===== src/rtl/exc_controller.sv =====
// Exception request controller: captures external IRQ and invalid-opcode
// events into pending bits, then requests them one at a time from the
// datapath with fixed priority. The datapath acknowledges each request,
// services it in a handler, and ends the handler with ERET.
//
// Optional build macro: EXC_COUNT_EN adds a saturating 16-bit count of
// acknowledged exceptions on output exc_count.
//
// state   | meaning
// --------+-----------------------------------------------------------
// IDLE    | nothing being serviced; picks the highest-priority pending
// REQ     | Exc=1 with EStatus held until the datapath acknowledges
// HANDLER | exception being serviced; events are only latched
module exc_controller (
  input  logic        clk,
  input  logic        reset,
  input  logic        ext_irq,
  input  logic        irq_en,
  input  logic        bad_opcode,
  input  logic        ERet,
  input  logic        ExcAck,
  output logic        Exc,
  output logic [3:0]  EStatus,
  output logic        in_handler
`ifdef EXC_COUNT_EN
  ,
  output logic [15:0] exc_count
`endif
);

  typedef enum logic [1:0] {
    IDLE    = 2'b00,
    REQ     = 2'b01,
    HANDLER = 2'b10
  } state_e;

  localparam logic [3:0] CAUSE_NONE = 4'b0000;
  localparam logic [3:0] CAUSE_IRQ  = 4'b0001;
  localparam logic [3:0] CAUSE_OP   = 4'b0010;

  state_e     state_q;
  logic       exc_q;
  logic [3:0] estatus_q;
  logic       in_handler_q;
  logic       irq_pend_q, irq_pend_d;
  logic       op_pend_q,  op_pend_d;
  logic       ack_fire;

  // Acknowledge only counts in REQ; a fresh event in the same cycle as
  // the clear keeps its pending bit set.
  always_comb begin
    ack_fire   = (state_q == REQ) && ExcAck;
    op_pend_d  = bad_opcode |
                 (op_pend_q & ~(ack_fire && (estatus_q == CAUSE_OP)));
    irq_pend_d = (ext_irq & irq_en) |
                 (irq_pend_q & ~(ack_fire && (estatus_q == CAUSE_IRQ)));
  end

  // Pending event capture, active in every state.
  always_ff @(posedge clk or negedge reset) begin
    if (!reset) begin
      op_pend_q  <= 1'b0;
      irq_pend_q <= 1'b0;
    end else begin
      op_pend_q  <= op_pend_d;
      irq_pend_q <= irq_pend_d;
    end
  end

  // Request sequencing FSM with registered outputs.
  always_ff @(posedge clk or negedge reset) begin
    if (!reset) begin
      state_q      <= IDLE;
      exc_q        <= 1'b0;
      estatus_q    <= CAUSE_NONE;
      in_handler_q <= 1'b0;
    end else begin
      case (state_q)
        IDLE: begin
          if (op_pend_q || irq_pend_q) begin
            state_q   <= REQ;
            exc_q     <= 1'b1;
            estatus_q <= op_pend_q ? CAUSE_OP : CAUSE_IRQ;
          end
        end
        REQ: begin
          if (ExcAck) begin
            state_q      <= HANDLER;
            exc_q        <= 1'b0;
            in_handler_q <= 1'b1;
          end
        end
        HANDLER: begin
          if (ERet) begin
            state_q      <= IDLE;
            in_handler_q <= 1'b0;
            estatus_q    <= CAUSE_NONE;
          end
        end
        default: begin
          state_q      <= IDLE;
          exc_q        <= 1'b0;
          in_handler_q <= 1'b0;
          estatus_q    <= CAUSE_NONE;
        end
      endcase
    end
  end

  assign Exc        = exc_q;
  assign EStatus    = estatus_q;
  assign in_handler = in_handler_q;

`ifdef EXC_COUNT_EN
  logic [15:0] exc_count_q;

  // Saturating count of acknowledged exceptions.
  always_ff @(posedge clk or negedge reset) begin
    if (!reset) begin
      exc_count_q <= 16'h0000;
    end else if (ack_fire && (exc_count_q != 16'hFFFF)) begin
      exc_count_q <= exc_count_q + 16'h0001;
    end
  end

  assign exc_count = exc_count_q;
`endif

endmodule

===== config.mk =====
export PLATFORM = sky130hd
export DESIGN_NAME = exc_controller
export DESIGN_NICKNAME = d
export VERILOG_FILES = /design/src/rtl/exc_controller.sv
export SDC_FILE = /design/constraint.sdc
export NUM_CORES = 1
export LEC_CHECK = 0
export BUFFER_PORTS_ARGS = -buffer_cell sky130_fd_sc_hd__buf_2
export CAP_MARGIN = 20
export CORE_AREA = 2 2 39 41
export CTS_BUF_LIST = sky130_fd_sc_hd__clkbuf_8
export DETAILED_ROUTE_END_ITERATION = 12
export DIE_AREA = 0 0 41 43
export GPL_ROUTABILITY_DRIVEN = 0
export GPL_TIMING_DRIVEN = 0
export PLACE_DENSITY = 0.5
export SYNTH_ARGS = -nofsm -noshare
export SYNTH_HDL_FRONTEND = slang
export SYNTH_SLANG_ARGS = --single-unit

===== constraint.sdc =====
create_clock -name clk -period 1.55 [get_ports clk]
set_clock_uncertainty 0.2 [all_clocks]
set_input_delay 0.155 -clock clk [delete_from_list [all_inputs] [get_ports clk]]
set_output_delay 0.155 -clock clk [all_outputs]
set_load 0.02 [all_outputs]

# Yosys cells after proc, flatten, opt, wreduce, memory -nomap -nowiden
# Cells that the tools add are included.
# classes
n_reduce_logical	9
bitwise	10
n_eq_ne	7
muxes	14
# op_table
cell	n
case mux 4 bit (3 select lines)	1
AND reduction 3 bit	4
2-to-1 mux 2 bit	4
2-to-1 mux 4 bit	2
!= test 2 bit (second input constant)	3
case mux 1 bit (3 select lines)	2
case mux 2 bit (3 select lines)	1
NOT 1 bit	5
equality test 4 x 1 -> 1 bit (second input constant)	1
equality test 4 x 2 -> 1 bit (second input constant)	1
2-to-1 mux 1 bit	4
AND 1 bit	3
logical AND 1 bit	3
equality test 2 x 1 -> 1 bit (second input constant)	1
equality test 2 bit (second input constant)	1
logical NOT 2 bit	1
bitwise OR 1 bit	2
logical OR 1 bit	1
# totals
input_bits	7
regBits	10

# Depth between registers and ports, before layout
# Gate-level depths: netlist of the first run.
# logic_depth
word_depth	6
depth_mapped	4
depth_no_buf	3

# Least setup slack after synthesis of the first run
# No wires, ideal clock.
# synth_timing
path_kind	register -> register
from	register state_q[0]
to	register irq_pend_q
t_required_ns	1.229
path_buffers	1
slack_ns	0.087
path_stages_with_launch	5
setup_ns	0.121
arrival_ns	1.142
path_cell_list	dfrtp_1 buf_6 nand2_4 or4b_1 a22o_1
# synth_between
elab_chain_cells	6
# synth_lines
item	line_no	source
from (decl)	41	state_e state_q;
from (signal assigned)	73	state_q <= IDLE;
from (signal assigned)	81	state_q <= REQ;
from (signal assigned)	88	state_q <= HANDLER;
equality test 2 x 1 -> 1 bit	52	ack_fire = (state_q == REQ) && ExcAck;
logical AND 1 bit	52	
logical AND 1 bit	56	(irq_pend_q & ~(ack_fire && (estatus_q == CAUSE_IRQ)));
NOT 1 bit	56	
AND 1 bit	56	
bitwise OR 1 bit	55	irq_pend_d = (ext_irq & irq_en) |
named net irq_pend_d	45	logic irq_pend_q, irq_pend_d;
to (signal assigned)	66	irq_pend_q <= irq_pend_d;
to (decl)	45	
# The timed path passes the listed nets, and every way through them passes these cells.
# A chain may end at the register's enable or synchronous reset.

# Worst setup path in the final report of the first run
# Ends and elaborated chain as after synthesis.

==> flow_summary.toml, run 1 <==
[timing]
period_needed_ns = 1.49
hold_ws_ns = 0.0445
finalCritPeriodShare_pct = 96.1
hold_viol = 0
drv_slew = 0
setup_viol = 0
max_freq_ghz = 0.672

[floorplan]
dieArea_um2 = 1760
die_y_um = 43
std_cell_rows = 14
start_util_pct = 28.8
io_pins = 13
core_area_um2 = 1380
die_w_um = 41

[critical_path]
critical_path_class = "reg -> reg"
end_kind = "flop"
crit_fanout = 4
required_ns = 1.47
path_delay_family = "simple AND/OR/NAND/NOR gates"
slowest_stage = "or4b_4"
cp_num_buf_inv = 1
cp-start-kind = "flop"
reg2regPathDepth = 4
cp_cell_sequence = "buf_6, nand2_4, or4b_4, a22o_1"
slowest_delay_ns = 0.51
cp_num_cells = 4
arrival_ns = 1.41

[clock_network]
cts_tree = "done"
htree_levels = 1
cts.path.max_buffers = 2
clock_latency_ns = 0.23
clk_pin_slew_ns = 0.05
numCtsBuffers = 3
numClockSinks = 8
clockRootBuffer = "clkbuf_8"

[finish]
diodes = 0
fin_area_um2 = 574
syn2layout_area_growth_pct = 44.3
layout_common_cells = "buf_2, dfrtp_1, nor2_1, o21ai_0, dlygate4sd3_1"
layout.cells.non_filler = 76
final_nets = 69
final_common_cell = "buf_2"
drive_gt1_share_pct = 33.3

[pwr]
seqPwrFrac_pct = 34.7
p_per_area_nw_per_um2 = 1880
power_w = 0.00108
cellInternalPower_w = 0.000678
p_comb_share_pct = 42.0
netSwitchingFraction_pct = 37.3
switchingPower_w = 0.000403
p_clk_share_pct = 23.3
vdd_ir_drop_max_uv = 659
p_leak_nw = 0.257

[route]
via_count = 345
remaining_drc_errors = 0
drtIter0Drc = 7
postRouteAntennaNets = 0
vias_per_cell = 4.54
wirelength_um = 868
first_pass_iters = 3
wl_per_cell_um = 11.4

[logic_synthesis]
synthesis.area_um2 = 398
ys_ff_latch = 8
netlist_instances = 40
syn_area_per_cell_um2 = 9.95
synth.distinct_cells = 21
yosys_warnings = 0
synth_seq_area_share_pct = 50.3

[outcome]
status = "completed"

[global_routing]
grt_usage_pct = 12.5
grt_overflow = 0
grt_pass1_wl_mm = 1.44
grt_pass1_vias = 330
grt_start_max_net_pins = 11
antenna_found_initial = 0

[placement]
numPortBuffers = 10
dp_cells = 67
dp_hpwl_um = 579
placed_cell_area_um2 = 472

[flow_run]
cap_violations = 0

[worst_hold_path]
hold_depth = 3
worstHoldPathType = "in -> reg"
## kinds of logic after synthesis
group	count (synthesis)	synth area share [%]
simple gates	17	24.8
compound gates	10	16.4
flops	8	50.3
buf+inv	4	7.54
other cells	1	0.942
## flip-flops by register name (all words and copies together), names as in the netlist
name / flops
EStatus: 2
Exc: 1
in_handler: 1
irq_pend_q: 1
op_pend_q: 1
state_q: 2
## timing repair
item / CTS / global route
gates resized for setup: 0 / 1
buffers inserted: 0 / 1
setup endpoints to repair: 0 / 1
hold buffers: 5 / 0
hold endpoints to repair: 11 / 0
## per-stage QoR
stage               util [%]   TNS, ns  worst slack, ns
floorplan                  -         0           0.0874
global placement        34.1         0           0.0272
detailed placement      34.1         0           0.0248
CTS                     40.7         0           0.0123
global route            41.5  -0.00374         -0.00374
finish                  41.5         0           0.0611
## synthesized netlist by cell type, drive strengths merged
cell	n	area [um2]
conb	1	3.75
nor2	5	18.8
o21ba	1	10.0
nor3	1	5.00
dfrtp	8	200
o21ai	5	25.0
o221ai	1	8.76
nand3	1	5.00
nand4bb	1	11.3
a21oi	1	5.00
or4b	1	10.0
a22o	1	8.76
nor4	1	6.26
clkbuf	1	3.75
nand2b	2	12.5
and2b	1	7.51
a211oi	1	7.51
nand2	4	22.5
buf	3	26.3
## per-layer routing
| layer | global-route usage (%) | part of all wire, % | vias to the layer above |
|---|---|---|---|
| met5 | 0 | 0 | - |
| met4 | 6.00 | 0 | 0 |
| met3 | 4.71 | 2.3 | 0 |
| met2 | 18.1 | 53 | 5 |
| met1 | 15.8 | 44 | 164 |
| li1 | - | - | 176 |
## layout make-up
type,count,area [um2]
Tap cell,16,20.0
Fill cell,145,810
Sequential cell,8,200
Clock buffer,3,41.3
Multi-Input combinational cell,29,175
Timing Repair Buffer,16,108
Buffer,4,30.0
## tightest hold or removal path: stages
cell,delay (ns)
buf_2,0.13
nand2_4,0.07
o21ai_0,0.07
## final timing paths
kind                       slack (ns)          to        from
min reg2reg                      0.29  in_handler  in_handler
min                              0.04  state_q[1]      ExcAck
max reg2reg                      0.06  irq_pend_q  state_q[0]
min in group asynchronous        0.10  irq_pend_q       reset
max in group asynchronous        0.87  state_q[1]       reset
max                              0.06  irq_pend_q  state_q[0]
## power groups by stage
| stage | combinational, W | sequential, W | clock, W |
|---|---|---|---|
| 6_report | 0.000454 | 0.000375 | 0.000252 |
| 5_1_grt | 0.000512 | 0.000388 | 0.000267 |
| 4_1_cts | 0.000433 | 0.000371 | 0.000256 |
| 3_5_place_dp | 0.000422 | 0.000372 | 0 |
| 3_3_place_gp | 0.000421 | 0.000372 | 0 |
| 2_1_floorplan | 0.000248 | 0.000426 | 0 |
Power figures use the tool's default switching activity.
==> run 2: changes to the inputs <==
--- a/config.mk
+++ b/config.mk
@@ -16,2 +16,3 @@
 export PLACE_DENSITY = 0.5
+export RECOVER_POWER = 25
 export SYNTH_ARGS = -nofsm -noshare
==> constraint.sdc (replaced) <==
create_clock -name clk -period 1.55 [get_ports clk]
set_clock_uncertainty 0.2 [all_clocks]
set_input_delay 0.31 -clock clk [delete_from_list [all_inputs] [get_ports clk]]
set_output_delay 0.31 -clock clk [all_outputs]
set_load 0.02 [all_outputs]
==> flow_summary.toml, run 2 (same netlist as run 1, synthesis figures left out) <==
[outcome]
status = "completed"

[pwr]
p_leak_nw = 0.238
power_w = 0.00107
p_per_area_nw_per_um2 = 2010
vdd_ir_drop_max_uv = 657

[clock_network]
clk_pin_slew_ns = 0.05
clockRootBuffer = "clkbuf_8"
numClockSinks = 8
cts.path.max_buffers = 2
numCtsBuffers = 3
clock_latency_ns = 0.23
htree_levels = 1
cts_tree = "done"

[floorplan]
dieArea_um2 = 1760
die_y_um = 43
die_w_um = 41
core_area_um2 = 1380
io_pins = 13
std_cell_rows = 14
start_util_pct = 28.8

[finish]
syn2layout_area_growth_pct = 34.0
final_nets = 65
final_common_cell = "buf_2"
drive_gt1_share_pct = 33.9
fin_area_um2 = 533
num-fill-cells = 149
diodes = 0
layout_common_cells = "buf_2, dfrtp_1, nor2_1, o21ai_0"
fin_util_pct = 38.5

[route]
remaining_drc_errors = 0
vias_per_cell = 4.56
wirelength_um = 817
via_count = 328
postRouteAntennaNets = 0
drtIter0Drc = 7
first_pass_iters = 3
wl_per_cell_um = 11.3

[placement]
placed_cell_area_um2 = 472
numPortBuffers = 10
dp_hpwl_um = 579

[timing]
period_needed_ns = 1.49
setup_viol = 0
drv_slew = 0
finalCritPeriodShare_pct = 96.1
hold_viol = 0
hold_ws_ns = 0.104
max_freq_ghz = 0.671
fin_setup_tns_ns = 0

[critical_path]
slowest_delay_ns = 0.51
slowest_stage = "or4b_4"
crit_fanout = 4
cp-start-kind = "flop"
path_delay_family = "simple AND/OR/NAND/NOR gates"
cp_num_buf_inv = 1
critical_path_class = "reg -> reg"
end_kind = "flop"
required_ns = 1.47
cp_cell_sequence = "buf_6, nand2_4, or4b_4, a22o_1"
arrival_ns = 1.41

[worst_hold_path]
worstHoldPathType = "in -> reg"

[global_routing]
grt_start_max_net_pins = 11
grt_pass1_vias = 292
antenna_found_initial = 0
grt_usage_pct = 11.6
grt_overflow = 0
grt_pass1_wl_mm = 1.32

[flow_run]
cap_violations = 0
## run 2: through the flow
step                cells  worst slack (ns)
floorplan              41            0.0874
global placement       67            0.0272
detailed placement     67            0.0228
CTS                    71            0.0121
global route           72          -0.00374
finish                 72            0.0606
## run 2: what timing repair did
item | in CTS | in global routing
resized for setup | 0 | 1
endpoints found under the hold margin | 8 | 0
setup endpoints to repair | 0 | 1
setup buffers | 0 | 1
hold buffers | 1 | 0
## run 2: final cells by class
type | count | area (um2) | area share [%]
timing repair buffer | 12 | 66.3 | 12.4
clock buffer | 3 | 41.3 | 7.75
buffer | 4 | 30.0 | 5.63
tap | 16 | 20.0 | 3.76
multi-input combinational | 29 | 175 | 32.9
sequential | 8 | 200 | 37.6
## run 2: worst paths after layout
kind                                 start         end  slack (ns)  cells past startpoint
worst max-delay path            state_q[0]  irq_pend_q        0.06                      4
worst min register to register  in_handler  in_handler        0.29                      2
min in group asynchronous            reset  irq_pend_q        0.34                      2
worst max register to register  state_q[0]  irq_pend_q        0.06                      4
worst min-delay path                irq_en  irq_pend_q        0.10                      2
max in group asynchronous            reset  state_q[1]        0.49                      2
## run 2: routing by layer
metal	GRT usage, %	vias up	wire, um
met4	6.00	0	0
met5	0	-	0
met2	15.0	5	430
li1	-	167	-
met1	16.1	156	366
met3	4.71	0	19
## run 2: where the power goes
part / internal [W] / leakage, nW / total, W / switching (W)
combinational: 0.000201 / 0.126 / 0.000444 / 0.000243
clock: 0.000168 / 0.0216 / 0.000251 / 0.0000831
sequential: 0.000302 / 0.0901 / 0.000374 / 0.0000725
total: 0.000671 / 0.238 / 0.00107 / 0.000399
==> run 3: changes to the inputs <==
BUFFER_PORTS_ARGS = unset   (was -buffer_cell sky130_fd_sc_hd__buf_2)
DONT_BUFFER_PORTS = 1   (was unset)
PLACE_DENSITY = 0.41   (was 0.5)
==> flow_summary.toml, run 3 (same netlist as run 1, synthesis figures left out) <==
[clock_network]
numClockSinks = 8
cts_tree = "done"
numCtsBuffers = 3
clk_pin_slew_ns = 0.04
clock_latency_ns = 0.23
cts.path.max_buffers = 2
clockRootBuffer = "clkbuf_8"
htree_levels = 1

[worst_hold_path]
whs_endpoint = "op_pend_q"
worstHoldPathType = "in -> reg"
hold_depth = 2
hold_start = "bad_opcode"

[critical_path]
r2r_slack_ns = 0.04
reg2regPathDepth = 4
arrival_ns = 1.42
cp-start-kind = "flop"
timing.rr.start = "state_q[0]"
end_kind = "flop"
r2r_end = "irq_pend_q"
required_ns = 1.46
crit_fanout = 6
critical_path_class = "reg -> reg"

[floorplan]
io_pins = 13
start_util_pct = 28.8
die_y_um = 43
die_w_um = 41
dieArea_um2 = 1760
core_area_um2 = 1380
std_cell_rows = 14

[timing]
setup_viol = 0
fin_setup_tns_ns = 0
rsz0062_at_grt = "false"
hold_viol = 0
drv_slew = 0
max_freq_ghz = 0.662
finalCritPeriodShare_pct = 97.5
period_needed_ns = 1.51

[global_routing]
antenna_found_initial = 0
grt_start_max_net_pins = 11
grt_pass1_wl_mm = 1.37
grt_overflow = 0
grt_usage_pct = 12.1
grt_pass1_vias = 317

[outcome]
status = "completed"

[pwr]
p_per_area_nw_per_um2 = 2070
vdd_ir_drop_max_uv = 616
p_leak_nw = 0.214

[finish]
drive_gt1_share_pct = 24.5
final_nets = 58
final_common_cell = "dfrtp_1"
layout_common_cells = "dfrtp_1, nor2_1, o21ai_0, buf_4"
syn2layout_area_growth_pct = 28.0
diodes = 0
fin_util_pct = 36.8

[route]
postRouteAntennaNets = 0
wirelength_um = 827
wl_per_cell_um = 12.7
remaining_drc_errors = 0
via_count = 305
vias_per_cell = 4.69
first_pass_iters = 2
drtIter0Drc = 5

[placement]
numPortBuffers = 0
dp_hpwl_um = 619

[flow_run]
cap_violations = 0
==> run 3: cell count changes in the layout (fill, tap and decap cells not counted), sizes merged <==
| cell | change |
|---|---|
| clkbuf | -1 |
| buf | -7 |
| dlygate4sd3 | +1 |
==> run 3: stage by stage <==
| stage | instance area (um2) | std cells | hold slack [ns] | total power, W | setup slack, ns |
|---|---|---|---|---|---|
| after global routing | 509 | 65 | 0.0214 | 0.00113 | 0.000910 |
| after floorplan | 402 | 41 | -0.186 | 0.000674 | 0.0874 |
| after detailed placement | 422 | 57 | -0.185 | 0.000740 | 0.0157 |
| final | 509 | 65 | 0.0117 | 0.00106 | 0.0387 |
| after global placement | 422 | 57 | -0.185 | 0.000730 | 0.0357 |
| after CTS | 483 | 62 | 0.0108 | 0.00100 | 0.00585 |
==> run 3: per-layer routing <==
layer	part of all wire, %	GRT usage [%]
met1	38	14.1
met3	7.0	4.19
met4	0.97	12.0
met2	54	15.9
met5	0	0
==> run 3: where the power goes <==
group          internal [W]  switching, W
sequential         0.000301      0.000143
clock              0.000168     0.0000802
combinational      0.000195      0.000169
==> run 3: worst max-delay path by stage <==
stage | from | end | slack [ns] | cells past startpoint
5_1_grt | state_q[0] | irq_pend_q | 0.0009 | 4
4_1_cts | state_q[0] | irq_pend_q | 0.006 | 4
2_1_floorplan | state_q[0] | irq_pend_q | 0.09 | 4
6_report | state_q[0] | irq_pend_q | 0.04 | 4
3_3_place_gp | state_q[0] | irq_pend_q | 0.04 | 4
3_5_place_dp | state_q[0] | irq_pend_q | 0.02 | 4
==> run 3: critical path, cell delays in order, from the launching register on <==
cell and delay, ns:
dfrtp_1 0.33, buf_6 0.12, nand2_4 0.05, or4b_4 0.50, a22o_1 0.19
==> run 3: layout make-up <==
| type | instances | area, um2 |
|---|---|---|
| Buffer | 4 | 30.0 |
| Clock buffer | 3 | 41.3 |
| Fill cell | 146 | 875 |
| Multi-Input combinational cell | 29 | 175 |
| Sequential cell | 8 | 200 |
| Tap cell | 16 | 20.0 |
| Timing Repair Buffer | 5 | 42.5 |
==> run 3: what timing repair did <==
item	4_1_cts	5_1_grt
hold buffers	2	0
resized for setup	0	1
hold endpoints to repair	9	0
setup endpoints to repair	0	1
setup buffers	0	3
